--- config.mk ---
export PLATFORM = sky130hd
export DESIGN_NAME = vmicro16_apb_rr_intercon_flat
export DESIGN_NICKNAME = d
export VERILOG_FILES = /design/src/rtl/vmicro16_apb_rr_intercon_pkg.sv /design/src/rtl/vmicro16_apb_rr_intercon_if.sv /design/src/rtl/vmicro16_apb_rr_intercon_arbiter.sv /design/src/rtl/vmicro16_apb_rr_intercon.sv /design/src/flat_wrapper.sv
export SDC_FILE = /design/constraint.sdc
export NUM_CORES = 1
export LEC_CHECK = 0
export ABC_AREA = 1
export ABC_CLOCK_PERIOD_IN_PS = 3800
export BUFFER_PORTS_ARGS = -buffer_cell sky130_fd_sc_hd__buf_2
export CORE_AREA = 2 2 153 155
export CTS_BUF_LIST = sky130_fd_sc_hd__clkbuf_2 sky130_fd_sc_hd__clkbuf_4 sky130_fd_sc_hd__clkbuf_8
export DETAILED_ROUTE_END_ITERATION = 16
export DIE_AREA = 0 0 155 157
export PLACE_DENSITY = 0.51
export SKIP_LAST_GASP = 1
export SYNTH_ARGS = -nofsm -noshare
export SYNTH_HDL_FRONTEND = slang
export SYNTH_SLANG_ARGS = --single-unit
--- constraint.sdc ---
create_clock -name clk -period 3.8 [get_ports clk]
set_input_delay 0.19 -clock clk [delete_from_list [all_inputs] [get_ports clk]]
set_output_delay 0.19 -clock clk [all_outputs]
set_load 0.05 [all_outputs]
--- src/rtl/vmicro16_apb_rr_intercon_pkg.sv ---
// Shared constants and types for the vmicro16 round-robin APB interconnect.
// FSM encoding, default slave-select field placement, index-width helper.
package vmicro16_apb_rr_intercon_pkg;

   typedef enum logic [1:0] {
      IDLE   = 2'd0,
      SETUP  = 2'd1,
      ACCESS = 2'd2
   } state_t;

   localparam int DEF_SEL_LSB = 4;
   localparam int DEF_SEL_W   = 3;

   // Width of an index into n items; a single item still needs one bit.
   function automatic int idx_width(input int n);
      return (n > 1) ? $clog2(n) : 1;
   endfunction

endpackage

--- src/rtl/vmicro16_apb_rr_intercon_if.sv ---
// Bus bundle for the interconnect: per-core S_* side and shared slave-facing M_* side.
// The slave modport is the interconnect's view; master is the cores/peripherals view.
interface vmicro16_apb_rr_intercon_if #(
   parameter int MASTER_PORTS = 4,
   parameter int SLAVE_PORTS  = 8,
   parameter int BUS_WIDTH    = 16,
   parameter int DATA_WIDTH   = 16
);
   logic [MASTER_PORTS*BUS_WIDTH-1:0]  S_PADDR;
   logic [MASTER_PORTS-1:0]            S_PWRITE;
   logic [MASTER_PORTS-1:0]            S_PSELx;
   logic [MASTER_PORTS-1:0]            S_PENABLE;
   logic [MASTER_PORTS*DATA_WIDTH-1:0] S_PWDATA;
   logic [MASTER_PORTS*DATA_WIDTH-1:0] S_PRDATA;
   logic [MASTER_PORTS-1:0]            S_PREADY;
   logic [MASTER_PORTS-1:0]            S_PSLVERR;

   logic [BUS_WIDTH-1:0]               M_PADDR;
   logic                               M_PWRITE;
   logic [SLAVE_PORTS-1:0]             M_PSELx;
   logic                               M_PENABLE;
   logic [DATA_WIDTH-1:0]              M_PWDATA;
   logic [SLAVE_PORTS*DATA_WIDTH-1:0]  M_PRDATA;
   logic [SLAVE_PORTS-1:0]             M_PREADY;

   modport slave (
      input  S_PADDR, S_PWRITE, S_PSELx, S_PENABLE, S_PWDATA,
      output S_PRDATA, S_PREADY, S_PSLVERR,
      output M_PADDR, M_PWRITE, M_PSELx, M_PENABLE, M_PWDATA,
      input  M_PRDATA, M_PREADY
   );

   modport master (
      output S_PADDR, S_PWRITE, S_PSELx, S_PENABLE, S_PWDATA,
      input  S_PRDATA, S_PREADY, S_PSLVERR,
      input  M_PADDR, M_PWRITE, M_PSELx, M_PENABLE, M_PWDATA,
      output M_PRDATA, M_PREADY
   );
endinterface

--- src/rtl/vmicro16_apb_rr_intercon_arbiter.sv ---
// Combinational round-robin arbiter: first requester at or after ptr, scanning upward with wrap.
// Produces both a one-hot grant and its binary index.
module vmicro16_rr_arbiter
   import vmicro16_apb_rr_intercon_pkg::*;
#(
   parameter int MASTER_PORTS = 4
) (
   input  logic [MASTER_PORTS-1:0]            req,
   input  logic [idx_width(MASTER_PORTS)-1:0] ptr,
   output logic [MASTER_PORTS-1:0]            gnt,
   output logic [idx_width(MASTER_PORTS)-1:0] idx,
   output logic                               any
);
   localparam int GW = idx_width(MASTER_PORTS);

   int unsigned cand;

   always_comb begin
      gnt  = '0;
      idx  = '0;
      any  = 1'b0;
      cand = 0;
      for (int unsigned k = 0; k < MASTER_PORTS; k++) begin
         cand = (32'(ptr) + k) % MASTER_PORTS;
         if (!any && req[cand]) begin
            any       = 1'b1;
            gnt[cand] = 1'b1;
            idx       = GW'(cand);
         end
      end
   end

endmodule

--- src/rtl/vmicro16_apb_rr_intercon.sv ---
// N-master / M-slave APB interconnect with round-robin arbitration and one-hot slave decode.
// Optional ACCESS-phase timeout is built when APB_INTERCON_TIMEOUT_EN is defined.
module vmicro16_apb_rr_intercon
   import vmicro16_apb_rr_intercon_pkg::*;
#(
   parameter int MASTER_PORTS   = 4,
   parameter int SLAVE_PORTS    = 8,
   parameter int BUS_WIDTH      = 16,
   parameter int DATA_WIDTH     = 16,
   parameter int SEL_LSB        = DEF_SEL_LSB,
   parameter int SEL_W          = DEF_SEL_W,
   parameter int TIMEOUT_CYCLES = 255
) (
   input  logic                               clk,
   input  logic                               reset,
   vmicro16_apb_rr_intercon_if.slave          bus,
   output logic                               busy,
   output logic [idx_width(MASTER_PORTS)-1:0] grant
);
   localparam int GW = idx_width(MASTER_PORTS);

   state_t                  state, state_next;
   logic [GW-1:0]           rr_ptr, win_idx, ptr_inc;
   logic [MASTER_PORTS-1:0] win_gnt;
   logic                    win_any;
   logic [BUS_WIDTH-1:0]    win_paddr, paddr_r;
   logic                    win_pwrite, pwrite_r;
   logic [DATA_WIDTH-1:0]   win_pwdata, pwdata_r, slave_rdata;
   logic [SEL_W-1:0]        sel_r;
   logic                    dec_err, slave_rdy, timed_out, xfer_done;

   vmicro16_rr_arbiter #(.MASTER_PORTS(MASTER_PORTS)) u_arb (
      .req (bus.S_PSELx),
      .ptr (rr_ptr),
      .gnt (win_gnt),
      .idx (win_idx),
      .any (win_any)
   );

   // One-hot AND-OR mux of the winning master's request fields.
   always_comb begin
      win_paddr  = '0;
      win_pwrite = 1'b0;
      win_pwdata = '0;
      for (int unsigned i = 0; i < MASTER_PORTS; i++) begin
         if (win_gnt[i]) begin
            win_paddr  = win_paddr  | bus.S_PADDR[i*BUS_WIDTH +: BUS_WIDTH];
            win_pwrite = win_pwrite | bus.S_PWRITE[i];
            win_pwdata = win_pwdata | bus.S_PWDATA[i*DATA_WIDTH +: DATA_WIDTH];
         end
      end
   end

   always_comb begin
      slave_rdy   = 1'b0;
      slave_rdata = '0;
      for (int unsigned s = 0; s < SLAVE_PORTS; s++) begin
         if (sel_r == SEL_W'(s)) begin
            slave_rdy   = bus.M_PREADY[s];
            slave_rdata = bus.M_PRDATA[s*DATA_WIDTH +: DATA_WIDTH];
         end
      end
   end

   assign dec_err = (int'(sel_r) >= SLAVE_PORTS);

`ifdef APB_INTERCON_TIMEOUT_EN
   localparam int CW = $clog2(TIMEOUT_CYCLES + 1);
   logic [CW-1:0] wait_cnt;

   always_ff @(posedge clk) begin
      if (!reset || state != ACCESS)
         wait_cnt <= '0;
      else if (!slave_rdy)
         wait_cnt <= wait_cnt + CW'(1);
   end

   // A slave that answers in the limit cycle still completes normally.
   assign timed_out = (state == ACCESS) && !dec_err && !slave_rdy &&
                      (wait_cnt == CW'(TIMEOUT_CYCLES));
`else
   assign timed_out = 1'b0;
`endif

   assign xfer_done = (state == ACCESS) && (dec_err || slave_rdy || timed_out);
   assign ptr_inc   = (int'(grant) == MASTER_PORTS - 1) ? '0 : grant + GW'(1);

   always_ff @(posedge clk) begin
      if (!reset)
         state <= IDLE;
      else
         state <= state_next;
   end

   always_comb begin
      state_next = state;
      unique case (state)
         IDLE:    if (win_any) state_next = SETUP;
         SETUP:   state_next = ACCESS;
         ACCESS:  if (xfer_done) state_next = IDLE;
         default: state_next = IDLE;
      endcase
   end

   // Transfer fields are cleared on completion so M_* reads zero whenever idle.
   always_ff @(posedge clk) begin
      if (!reset) begin
         rr_ptr   <= '0;
         grant    <= '0;
         paddr_r  <= '0;
         pwrite_r <= 1'b0;
         pwdata_r <= '0;
         sel_r    <= '0;
      end else if (state == IDLE && win_any) begin
         grant    <= win_idx;
         paddr_r  <= win_paddr;
         pwrite_r <= win_pwrite;
         pwdata_r <= win_pwdata;
         sel_r    <= win_paddr[SEL_LSB +: SEL_W];
      end else if (xfer_done) begin
         rr_ptr   <= ptr_inc;
         paddr_r  <= '0;
         pwrite_r <= 1'b0;
         pwdata_r <= '0;
         sel_r    <= '0;
      end
   end

   assign busy         = (state != IDLE);
   assign bus.M_PADDR  = paddr_r;
   assign bus.M_PWRITE = pwrite_r;
   assign bus.M_PWDATA = pwdata_r;

   // Outputs are gated by reset so an abandoned transfer never leaks a PREADY.
   always_comb begin
      bus.M_PSELx   = '0;
      bus.M_PENABLE = 1'b0;
      bus.S_PREADY  = '0;
      bus.S_PSLVERR = '0;
      bus.S_PRDATA  = '0;
      if (reset && state != IDLE) begin
         for (int unsigned s = 0; s < SLAVE_PORTS; s++)
            bus.M_PSELx[s] = !dec_err && !timed_out && (sel_r == SEL_W'(s));
         bus.M_PENABLE = (state == ACCESS) && !timed_out;
         for (int unsigned i = 0; i < MASTER_PORTS; i++) begin
            if (xfer_done && grant == GW'(i)) begin
               bus.S_PREADY[i]  = 1'b1;
               bus.S_PSLVERR[i] = dec_err || timed_out;
               bus.S_PRDATA[i*DATA_WIDTH +: DATA_WIDTH] =
                  (dec_err || timed_out) ? '0 : slave_rdata;
            end
         end
      end
   end

endmodule

--- src/flat_wrapper.sv ---
// flat-port wrapper written by rule: the top's interface ports become plain ports
module vmicro16_apb_rr_intercon_flat import vmicro16_apb_rr_intercon_pkg::*;
#(
   parameter int MASTER_PORTS   = 4,
   parameter int SLAVE_PORTS    = 8,
   parameter int BUS_WIDTH      = 16,
   parameter int DATA_WIDTH     = 16,
   parameter int SEL_LSB        = DEF_SEL_LSB,
   parameter int SEL_W          = DEF_SEL_W,
   parameter int TIMEOUT_CYCLES = 255
)
  (clk, reset, busy, grant, bus_S_PADDR, bus_S_PWRITE, bus_S_PSELx, bus_S_PENABLE, bus_S_PWDATA, bus_S_PRDATA, bus_S_PREADY, bus_S_PSLVERR, bus_M_PADDR, bus_M_PWRITE, bus_M_PSELx, bus_M_PENABLE, bus_M_PWDATA, bus_M_PRDATA, bus_M_PREADY);
  vmicro16_apb_rr_intercon_if #(.MASTER_PORTS(MASTER_PORTS), .SLAVE_PORTS(SLAVE_PORTS), .BUS_WIDTH(BUS_WIDTH), .DATA_WIDTH(DATA_WIDTH)) bus_i ();
  input  logic clk;
  input  logic reset;
  output logic busy;
  output logic [idx_width(MASTER_PORTS)-1:0] grant;
  input wire logic [$bits(bus_i.S_PADDR)-1:0] bus_S_PADDR;
  input wire logic [$bits(bus_i.S_PWRITE)-1:0] bus_S_PWRITE;
  input wire logic [$bits(bus_i.S_PSELx)-1:0] bus_S_PSELx;
  input wire logic [$bits(bus_i.S_PENABLE)-1:0] bus_S_PENABLE;
  input wire logic [$bits(bus_i.S_PWDATA)-1:0] bus_S_PWDATA;
  output wire logic [$bits(bus_i.S_PRDATA)-1:0] bus_S_PRDATA;
  output wire logic [$bits(bus_i.S_PREADY)-1:0] bus_S_PREADY;
  output wire logic [$bits(bus_i.S_PSLVERR)-1:0] bus_S_PSLVERR;
  output wire logic [$bits(bus_i.M_PADDR)-1:0] bus_M_PADDR;
  output wire logic [$bits(bus_i.M_PWRITE)-1:0] bus_M_PWRITE;
  output wire logic [$bits(bus_i.M_PSELx)-1:0] bus_M_PSELx;
  output wire logic [$bits(bus_i.M_PENABLE)-1:0] bus_M_PENABLE;
  output wire logic [$bits(bus_i.M_PWDATA)-1:0] bus_M_PWDATA;
  input wire logic [$bits(bus_i.M_PRDATA)-1:0] bus_M_PRDATA;
  input wire logic [$bits(bus_i.M_PREADY)-1:0] bus_M_PREADY;
  assign bus_i.S_PADDR = bus_S_PADDR;
  assign bus_i.S_PWRITE = bus_S_PWRITE;
  assign bus_i.S_PSELx = bus_S_PSELx;
  assign bus_i.S_PENABLE = bus_S_PENABLE;
  assign bus_i.S_PWDATA = bus_S_PWDATA;
  assign bus_S_PRDATA = bus_i.S_PRDATA;
  assign bus_S_PREADY = bus_i.S_PREADY;
  assign bus_S_PSLVERR = bus_i.S_PSLVERR;
  assign bus_M_PADDR = bus_i.M_PADDR;
  assign bus_M_PWRITE = bus_i.M_PWRITE;
  assign bus_M_PSELx = bus_i.M_PSELx;
  assign bus_M_PENABLE = bus_i.M_PENABLE;
  assign bus_M_PWDATA = bus_i.M_PWDATA;
  assign bus_i.M_PRDATA = bus_M_PRDATA;
  assign bus_i.M_PREADY = bus_M_PREADY;
  vmicro16_apb_rr_intercon #(.MASTER_PORTS(MASTER_PORTS), .SLAVE_PORTS(SLAVE_PORTS), .BUS_WIDTH(BUS_WIDTH), .DATA_WIDTH(DATA_WIDTH), .SEL_LSB(SEL_LSB), .SEL_W(SEL_W), .TIMEOUT_CYCLES(TIMEOUT_CYCLES)) u_core (.clk(clk), .reset(reset), .bus(bus_i), .busy(busy), .grant(grant));
endmodule
### Word-level counts from Yosys, hierarchy flattened

Cells that the tools add are included.

* register bits after elaboration: 42
* output and inout port bits: 117
* logic and storage cells: 150
* input bits: 278

* bitwise logic cells: 13
* eq/ne operators: 15
* mux-type cells: 79
* reduce and logical (&&, ||, !) cells: 24
* magnitude comparators: 8
* $add $sub $neg: 4

Operator list (count)
* $mux 16: 23
* $or 16x16->16: 6
* $mux 64: 1
* $mux 1: 31
* $mux 4: 5
* $logic_and 1x1->1: 14
* $mux 2: 7
* $eq 3x3->1 const B: 4
* $lt 2x3->1 const B: 4
* $or 4x4->4: 3
* $bmux 1 s2: 4
* $demux 1 s2: 4
* $ge 2x1->1 const B: 4
* $mux 8: 1
* $eq 2x1->1 const B: 3
* $eq 2x2->1 const B: 3
* $eq 3x2->1 const B: 2
* $mux 3: 2
* $pmux 2 s3: 1
* $add 2x1->2 const B: 2
* $add 2x2->2 const B: 2
* $logic_not 2->1: 2
* $ne 2x1->1 const B: 2
* $reduce_and 2->1: 2
* other kinds (6): 11

### Depth between registers and ports, before layout

* depth after elaboration: 20
* mapped depth: 13
* depth with buffers taken out: 12

### Hierarchy

Synthesis repeated with hierarchy kept, for this count alone.

* cells, all modules: 612
* area total of the unflattened synthesis: 4062.6 um^2

Modules (own cells, without submodules)
* vmicro16_apb_rr_intercon: cells an instance 538, area each 3622.2 um^2, instances 1, sequential area each 780.7 um^2
* vmicro16_rr_arbiter: cells an instance 74, area each 440.4 um^2, instances 1, sequential area each 0.0 um^2

### Worst setup path after synthesis

Ideal clock, no wire load.

* kind: reg-to-output
* start point: register u_core.sel_r[1]
* end point: output bus_S_PRDATA[10]
* path buffers: 2
* cell stages (with the launch flop): 13
* data required time: 3610 ps
* data arrival time: 2715 ps
* setup slack: 895 ps
* cell sequence: dfxtp_1 buf_6 inv_2 nor2_2 nand2_1 inv_1 a21oi_1 nand4_2 nand3_4 inv_4 nand3_4 buf_6 nor2_1

* cells in the longest elaborated chain, start to end: 13
* elaborated cells between the ends (all ways): 28
* those cells by class: eq/ne (7); mux (18); reduce/logical (3)

RTL lines
* start: declaration: line vmicro16_apb_rr_intercon.sv:29 `logic [SEL_W-1:0] sel_r;`
* start signal: assignment: line vmicro16_apb_rr_intercon.sv:119 `sel_r <= win_paddr[SEL_LSB +: SEL_W];`
* $logic_not 3->1: line vmicro16_apb_rr_intercon.sv:58 `if (sel_r == SEL_W'(s)) begin`
* $mux 1 (8 in series): line vmicro16_apb_rr_intercon.sv:58
* $logic_and 1x1->1: line vmicro16_apb_rr_intercon.sv:85 `assign xfer_done = (state == ACCESS) && (dec_err || slave_rdy || timed_out);`
* $logic_and 1x1->1: line vmicro16_apb_rr_intercon.sv:146 `if (xfer_done && grant == GW'(i)) begin`
* $mux 16 *: line vmicro16_apb_rr_intercon.sv:146
* $mux 64 *: line vmicro16_apb_rr_intercon.sv:141 `if (reset && state != IDLE) begin`
* end: declaration: line flat_wrapper.sv:23 `output wire logic [$bits(bus_i.S_PRDATA)-1:0] bus_S_PRDATA;`

Every way passes the cells marked *; elsewhere a longest branch is shown, timed or not.

### Worst setup path in the final report

* start point: register u_core.sel_r[1]
* end point: output bus_S_PRDATA[20]

Same word-level chain as after synthesis.

==> results.toml <==
[worst_setup_path]
worstSetupPathType = "reg2out"
required_ps = 3610
r2r-start = "u_core.rr_ptr[1]$_SDFFE_PN0P_"
setup.worst_path.start_class = "register"
crit_fanout = 29
crit_path_end_kind = "output port"
r2r-end = "u_core.bus.M_PADDR[0]$_SDFFE_PN0P_"
rr_worst_depth = 13
arrival_ps = 3170
r2r_setup_slack_ps = 850
crit_path_start = "u_core.sel_r[1]$_SDFFE_PN0P_"
crit_end = "bus_S_PRDATA[20]"

[floorplan]
dieArea_um2 = 24340
start_util_pct = 18.53
pin_count = 395
row_count = 55
coreArea_um2 = 22500
die_w_um = 155
die_h_um = 157

[synth]
ys_seq_area_share_pct = 18.72
syn_avg_cell_area_um2 = 5.689
synth-edff-count = 0
ys_top_cells_by_count = "nand2_1, nand3_1, nor2_1, o21ai_0, dfxtp_1"
synth_ff_type = "dfxtp_1"
syn_inst = 733
ys_types = 41
yosysWarningCount = 0
synth_area_leaders = "nand2_1, dfxtp_1, nand3_1"
synth_most_common_cell = "nand2_1"
netlist_area_um2 = 4170
synth_seq_cells = 39
yosysTopAreaCell = "nand2_1"
synth_top_area_share_pct = 24.48
async_flop_share_pct = 0

[grt]
grt_max_degree = 34
gr-usage-met3_pct = 4.213
grt_util_all_layers_pct = 18.31
grt.met2_usage_pct = 35.92
antenna_found_initial = 2
grt_overflow = 0
grt_pass1_vias = 6219
gr-usage-met1_pct = 19.10
grt-busiest-layer = "met2"
grt_pass1_wl_mm = 34.60

[power]
p_per_area_nw_per_um2 = 776.3
ir_drop_v = 0.0003378
p_leak_nw = 3.466

[timing]
worst_slack_ps = 442.3
max_freq_ghz = 0.2978
slew_headroom_pct = 44.75
hold_viol_final = 0
rsz0062_at_grt = "no"
tightestPinTransition_ps = 828.8
maxSlewViolCount = 0
fin_crit_sh_pct = 88.36
finalSetupTns_ps = 0
setup_viol_count_final = 0
period_minus_slack_ps = 3358
clock_skew_ps = 7.373

[clock_network]
cts.htree.levels = 2
cts-root-buf = "clkbuf_8"
cts_buffers = 5
cts.sinks = 39
path_clk_slew_ps = 100
cts_resized = 0
cts.path.max_buffers = 2
clk_latency_ps = 300
hold_buffers = 0
cts_setup_buffers = 0
cts_tree = "done"

[run_status]
outcome = "complete, no violations"

[finish]
fill_cells = 2593
final_util_pct = 28.58
nNetsFinal = 1389
area_growth_pct = 54.22
fin_cells = 1386
drive_gt1_share_pct = 40.91

[placed_design]
place.gp.congestion = 0.8198
dpl_worst_slack_ps = 686.2
dp_hpwl_mm = 19.39
numPortBuffers = 386
place_inst = 1377

[drt]
detail_route.vias_per_cell = 4.559
wirelength_mm = 23.83
dr.pass1.iters = 5
vias = 6319
wl_per_cell_um = 17.19
drt_iter0_drc = 417
drtAntennaViolNets = 0
drc_errors = 0

[flow_run]
drv_cap = 0

[hold_path]
hold_class = "in2reg"
==> registers in the layout, summed over array words and instances (netlist names) <==
register             count
u_core.state             2
u_core.sel_r             2
u_core.bus.M_PWDATA     16
u_core.rr_ptr            2
u_core.bus.M_PADDR      14
u_core.bus.M_PWRITE      1
u_core.grant             2
==> routing by layer <==
metal / vias up / routed length (um)
met5: - / 13
met4: 2 / 582
met2: 301 / 12370
met3: 31 / 1940
li1: 3162 / -
met1: 2823 / 8916
==> power breakdown <==
part / total (W) / switching [W] / internal [W]
Combinational: 0.00394 / 0.00290 / 0.00103
Clock: 0.000311 / 0.000179 / 0.000132
Sequential: 0.000745 / 0.000143 / 0.000602
Total: 0.00499 / 0.00323 / 0.00177
==> layout by cell type, fill, tap and decap left out, types with 5 or more instances in the layout <==
cell / count
nor2_1: 77
buf_2: 386
inv_1: 17
buf_4: 17
o21ai_0: 56
nand3_4: 5
nand3_1: 84
clkbuf_8: 5
ha_1: 12
nand4_1: 34
nand2_1: 272
dfxtp_1: 39
o21ai_2: 8
o21ai_1: 7
a21oi_1: 24
inv_2: 6
==> per-stage QoR <==
stage / instance area [um^2] / total power [W] / hold slack (ps)
after floorplan: 4182 / 0.003442 / 398.8
after global placement: 6336 / 0.004743 / 434.0
after detailed placement: 6336 / 0.004759 / 444.7
after CTS: 6429 / 0.005087 / 173.9
after global routing: 6431 / 0.005450 / 198.8
final: 6431 / 0.004993 / 191.7
==> logic make-up (layout without fill, tap and decap cells) <==
group / count (synthesis) / count (layout) / synth area share, %
fa+ha+maj: 12 / 12 / 3.600
xor+xnor: 1 / 1 / 0.2101
other cells: 1 / 5 / 0.08992
compound gates: 110 / 110 / 14.88
simple gates: 497 / 497 / 53.77
buf+inv: 73 / 437 / 8.731
flops: 39 / 39 / 18.72
==> worst min path at each step <==
stage                                      from                                   end  slack (ps)  cells past startpoint
3_3_place_gp   u_core.bus.M_PWRITE$_SDFFE_PN0P_      u_core.bus.M_PWRITE$_SDFFE_PN0P_         430                      2
6_report                       bus_S_PWDATA[14]  u_core.bus.M_PWDATA[14]$_SDFFE_PN0P_         190                      5
5_1_grt                          bus_S_PADDR[3]    u_core.bus.M_PADDR[3]$_SDFFE_PN0P_         200                      5
3_5_place_dp   u_core.bus.M_PWRITE$_SDFFE_PN0P_      u_core.bus.M_PWRITE$_SDFFE_PN0P_         440                      2
2_1_floorplan                    bus_S_PADDR[0]    u_core.bus.M_PADDR[0]$_SDFFE_PN0P_         400                      4
4_1_cts                         bus_S_PADDR[11]   u_core.bus.M_PADDR[11]$_SDFFE_PN0P_         170                      5
==> worst max-delay path, stage by stage, from the launching register on <==
cell and delay, ps:
dfxtp_1 660, inv_2 120, nor2_2 230, nand2_1 80
buf_4 240, or2_0 220, a21boi_1 310, nand4_2 180
nand3_4 200, inv_4 90, nand3_4 180, nor2_1 90
buf_2 250
==> final cells by class <==
cell class	instances	area [um^2]	area share (%)
Timing Repair Buffer	403	2059	32.02
Multi-Input combinational cell	624	3039	47.26
Clock inverter	3	23.77	0.3696
Tap cell	285	356.6	5.545
Sequential cell	39	780.7	12.14
Inverter	26	100.1	1.556
Antenna cell	1	2.502	0.03891
Clock buffer	5	68.82	1.070
Note: power is estimated with default switching activity, not from simulation.
